`config.mk`:
```
export PLATFORM = sky130hd
export DESIGN_NAME = instruction_fetch
export DESIGN_NICKNAME = d
export VERILOG_FILES = /design/src/rtl/instruction_fetch.sv
export SDC_FILE = /design/constraint.sdc
export NUM_CORES = 1
export LEC_CHECK = 0
export CORE_ASPECT_RATIO = 0.5
export CORE_UTILIZATION = 32
export DETAILED_ROUTE_END_ITERATION = 8
export MAX_ROUTING_LAYER = met4
export PLACE_DENSITY = 0.65
export SLEW_MARGIN = 15
export SYNTH_ARGS = -nofsm -noshare
export SYNTH_HDL_FRONTEND = slang
export SYNTH_SLANG_ARGS = --single-unit
```
`constraint.sdc`:
```
create_clock -name clk -period 5 [get_ports clk]
set_input_delay 0.5 -clock clk [delete_from_list [all_inputs] [get_ports clk]]
set_output_delay 0.5 -clock clk [all_outputs]
set_load 0.01 [all_outputs]
```
`src/rtl/instruction_fetch.sv`:
```
`default_nettype none
// +-----------------------------------------------------------------------------+
// | Module      : instruction_fetch                                             |
// | Description : Single-entry fetch register with BOOT/RUN/HALT control, flush  |
// |               on redirect and sticky fault. Optional range check enabled by  |
// |               the FETCH_BOUND_CHECK_EN macro.                                |
// | Revision    : 1.0 - initial release                                         |
// +-----------------------------------------------------------------------------+
module instruction_fetch #(
  parameter int unsigned mem_size = 256,
  parameter logic [31:0] reset_pc = 32'h0
) (
  input  logic        clk,
  input  logic        reset,
  output logic [31:0] read_address,
  input  logic [31:0] instruction,
  input  logic        redirect,
  input  logic [31:0] redirect_target,
  input  logic        out_ready,
  output logic        out_valid,
  output logic [31:0] out_instruction,
  output logic [31:0] out_pc,
  output logic [31:0] out_pc_plus4,
  output logic        fault
);

  typedef enum logic [1:0] {
    BOOT = 2'd0,
    RUN  = 2'd1,
    HALT = 2'd2
  } state_t;

`ifdef FETCH_BOUND_CHECK_EN
  localparam bit c_bound_check = 1'b1;
`else
  localparam bit c_bound_check = 1'b0;
`endif

  localparam logic [32:0] c_mem_bytes = 33'(mem_size) * 33'd4;

  state_t      r_state, w_state_next;
  logic [31:0] r_pc, w_pc_next;
  logic        r_valid, w_valid_next;
  logic [31:0] r_instr, w_instr_next;
  logic [31:0] r_opc, w_opc_next;
  logic [31:0] r_opc4, w_opc4_next;
  logic        r_fault, w_fault_next;

  logic        w_capture_slot;
  logic        w_tgt_misaligned;
  logic        w_tgt_oob;
  logic        w_pc_oob;

  assign w_capture_slot   = !r_valid || out_ready;
  assign w_tgt_misaligned = (redirect_target[1:0] != 2'b00);
  assign w_tgt_oob        = ({1'b0, redirect_target} >= c_mem_bytes);
  assign w_pc_oob         = ({1'b0, r_pc} >= c_mem_bytes);

  always_ff @(posedge clk or posedge reset) begin
    if (reset) begin
      r_state <= BOOT;
      r_pc    <= reset_pc;
      r_valid <= 1'b0;
      r_instr <= 32'h0;
      r_opc   <= 32'h0;
      r_opc4  <= 32'h0;
      r_fault <= 1'b0;
    end else begin
      r_state <= w_state_next;
      r_pc    <= w_pc_next;
      r_valid <= w_valid_next;
      r_instr <= w_instr_next;
      r_opc   <= w_opc_next;
      r_opc4  <= w_opc4_next;
      r_fault <= w_fault_next;
    end
  end

  always_comb begin
    w_state_next = r_state;
    w_pc_next    = r_pc;
    w_valid_next = r_valid;
    w_instr_next = r_instr;
    w_opc_next   = r_opc;
    w_opc4_next  = r_opc4;
    w_fault_next = r_fault;
    case (r_state)
      BOOT: begin
        w_valid_next = 1'b0;
        w_state_next = RUN;
      end
      RUN: begin
        // Redirect wins over both stall and capture; the old word is flushed.
        if (redirect) begin
          w_valid_next = 1'b0;
          if (w_tgt_misaligned || (c_bound_check && w_tgt_oob)) begin
            w_state_next = HALT;
            w_fault_next = 1'b1;
          end else begin
            w_pc_next = redirect_target;
          end
        end else if (w_capture_slot) begin
          if (c_bound_check && w_pc_oob) begin
            w_state_next = HALT;
            w_fault_next = 1'b1;
            w_valid_next = 1'b0;
          end else begin
            w_instr_next = instruction;
            w_opc_next   = r_pc;
            w_opc4_next  = r_pc + 32'd4;
            w_valid_next = 1'b1;
            w_pc_next    = r_pc + 32'd4;
          end
        end
      end
      HALT: begin
        w_valid_next = 1'b0;
        w_fault_next = 1'b1;
      end
      default: begin
        w_state_next = HALT;
        w_valid_next = 1'b0;
        w_fault_next = 1'b1;
      end
    endcase
  end

  assign read_address    = r_pc;
  assign out_valid       = r_valid;
  assign out_instruction = r_instr;
  assign out_pc          = r_opc;
  assign out_pc_plus4    = r_opc4;
  assign fault           = r_fault;

endmodule
`default_nettype wire

```
==> impl_metrics.env <==
export IMPL_area_sequential_um2=3250
export IMPL_grt_max_degree=106
export IMPL_antenna_found_initial=0
export IMPL_vdd_drop_max_mv=0.285
export IMPL_cts_tree="yes"
export IMPL_status="finished clean"
export IMPL_ys_async_sr_fraction_pct=100
export IMPL_fp_dieW_um=195
export IMPL_drt_vias_per_instance=4.93
export IMPL_worst_clock_skew_ns=0.0103
export IMPL_clock_sinks=130
export IMPL_r2r_start="read_address[9]"
export IMPL_r2r_cells=5
export IMPL_finalPower_mw=4.72
export IMPL_fin_crit_sh_pct=49.6
export IMPL_path_buf_inv=3
export IMPL_std_cell_rows=34
export IMPL_critPathRequiredTime_ns=5.30
export IMPL_die_area_um2=19200
export IMPL_wl_per_cell_um=16.8
export IMPL_crit_path_end_kind="flop"
export IMPL_gp_congestion=0.820
export IMPL_pre_cts_ws_ns=1.91
export IMPL_crit_slowest_cell="and3_1"
export IMPL_ioPinCount=198
export IMPL_multi_input_area_um2=2470
export IMPL_power_leakage_nw=3.86
export IMPL_critPathKind="in2reg"
export IMPL_synth_edf_count=0
export IMPL_holdPathEnd="out_instruction[15]"
export IMPL_start_kind="input pin"
export IMPL_clk_pin_slew_ns=0.06
export IMPL_min_path_cells=2
export IMPL_grt_pass1_wl_um=29200
export IMPL_arrival_ns=2.78
export IMPL_ys_top_cells_by_area="dfrtp_1, nand2_1, o21ai_0"
export IMPL_crit_fanout=46
export IMPL_synth_ff_type="dfrtp_1"
export IMPL_holdCritPathClass="reg2reg"
export IMPL_cts_buffers=17
export IMPL_whs_ns=0.473
export IMPL_yosys_cell_types_count=56
export IMPL_drv_cap=0
export IMPL_hold_viol=0
export IMPL_clock_fmax_ghz=0.403
export IMPL_stdcell_count=1081
export IMPL_synth_seq_cells=130
export IMPL_dr_first_iter_drc_count=361
export IMPL_start_util_pct=33.5
export IMPL_htreeDepth=4
export IMPL_synth_top_cell_by_area="dfrtp_1"
export IMPL_cts_root_buf="clkbuf_16"
export IMPL_max_stage_delay_ns=0.62
export IMPL_syn_area_per_cell_um2=9.01
export IMPL_worst_pin_slew_ns=0.969
export IMPL_fillers=1683
export IMPL_crit_cells=7
export IMPL_mostFrequentLayoutCells="nand2_1, clkdlybuf4s50_1, dfrtp_1"
export IMPL_coreArea_um2=17800
export IMPL_setup_violations=0
export IMPL_rrSetupSlack_ns=2.63
export IMPL_yosysSeqAreaShare_pct=54.7
export IMPL_vias=5330
export IMPL_firstDrtPassIters=5
export IMPL_slew_headroom_pct=35.4
export IMPL_fp_dieH_um=98.4
export IMPL_crit_chain="clkdlybuf4s50_1 -> buf_4 -> and3_1 -> nor2_2 -> buf_8 -> a21o_1 -> a22o_1"
export IMPL_drtAntennaViolNets=0
export IMPL_clock_path_buffers=2
export IMPL_area_delta_synth_final_pct=45.9
export IMPL_drc_errors=0
export IMPL_fin_nets=903
export IMPL_r2r_end="read_address[27]"
export IMPL_hold_buffers=0
export IMPL_netlist_area_leader_share_pct=54.7
export IMPL_finalCriticalPeriod_ns=2.48
export IMPL_wl_um=18100
export IMPL_fin_ws_ns=2.52
export IMPL_cts_setup_buffers=0
export IMPL_antenna_cells=0
export IMPL_portBuffers=197
export IMPL_crit_family="buffers and inverters"
export IMPL_placedCellCount=1048
export IMPL_grt_overflow_total=0
export IMPL_finalMaxSlewViolations=0
export IMPL_cts_resized=0
export IMPL_p_per_area_nw_per_um2=544
export IMPL_drive_gt1_share_pct=6.61
export IMPL_rsz0062_at_grt="no"
export IMPL_syn_area_um2=5950
export IMPL_yosysWarnings=0
export IMPL_tns_ns=0
export IMPL_worstHoldStart="out_instruction[15]"
export IMPL_synthCells=660
export IMPL_grt_pass1_vias=5232
export IMPL_hpwl_um=12800
export IMPL_clk_latency_ns=0.41
export IMPL_grt_total_usage_pct=20.1
export IMPL_layout_commonest_cell="nand2_1"
export IMPL_syn_nets=729
==> cell families after synthesis <==
group,count (synthesis),share of synthesized area (%)
and+or+nand+nor,326,24.6
DFF,130,54.7
AOI/OAI and AO/OA,115,12.0
buffers and inverters,58,4.02
xor gates and xnor gates,26,3.83
muxes,4,0.694
adders and majority gates,1,0.210
==> flip-flops by register name (all words and copies together) (netlist names) <==
register,cells
read_address,32
out_valid,1
fault,1
out_pc_plus4,30
r_state,2
out_instruction,32
out_pc,32
==> worst min-delay path: stages, from the launching register on <==
cell and delay [ns]:
dfrtp_1 0.34, nand2_1 0.05, nand2_1 0.05
==> power by group <==
part | leakage (nW) | internal [mW] | switching, mW
logic | 1.93 | 0.923 | 0.695
clock network | 0.280 | 0.753 | 0.505
registers | 1.65 | 1.44 | 0.403
total | 3.86 | 3.12 | 1.60
==> cell usage after synthesis (all sizes together) (3+ instances only) <==
cell type and number:
o311ai 3, mux2i 3, nor3 7, o2bb2ai 3, clkbuf 33, nand3 17, nand4 13, and3 10
o31a 3, a22oi 5, buf 15, dfrtp 130, a31oi 5, xnor2 12, o21a 3, nand2 235
nor3b 4, and4 5, xor2 14, nor2 19, nor2b 3, o21ai 56, a21oi 18, inv 10
a32oi 3, nor4 5
==> cell type report <==
type                    instances  share of cell area [%]
clock inverters                14                    1.76
flip-flops and latches        130                    37.5
clock buffers                  18                    5.06
multi-input cells             472                    28.5
well taps                     234                    3.37
repair buffers                203                    23.3
inverters                      10                   0.490
==> metrics by stage <==
stage / instance area (um2) / util, %
after floorplan: 5950 / -
after global placement: 8070 / 45.4
after detailed placement: 8070 / 45.4
after CTS: 8660 / 48.7
after global routing: 8680 / 48.8
final: 8680 / 48.8
==> metal layers <==
layer,global-route usage (%),share of wire (%),up-vias
met2,28.8,45,162
met4,6.97,2.2,0
met3,3.97,5.7,27
li1,-,-,2567
met1,28.1,48,2574
met5,-,0,-
==> worst max-delay path by stage <==
stage	from	slack (ns)	end
6_report	redirect	2.52	read_address[12]
3_5_place_dp	redirect	1.91	read_address[16]
4_1_cts	redirect	2.35	read_address[16]
5_1_grt	redirect	2.41	read_address[12]
3_3_place_gp	redirect	2.02	read_address[16]
2_1_floorplan	reset	1.03	fault
No activity file was read; power rests on OpenSTA's default activity.
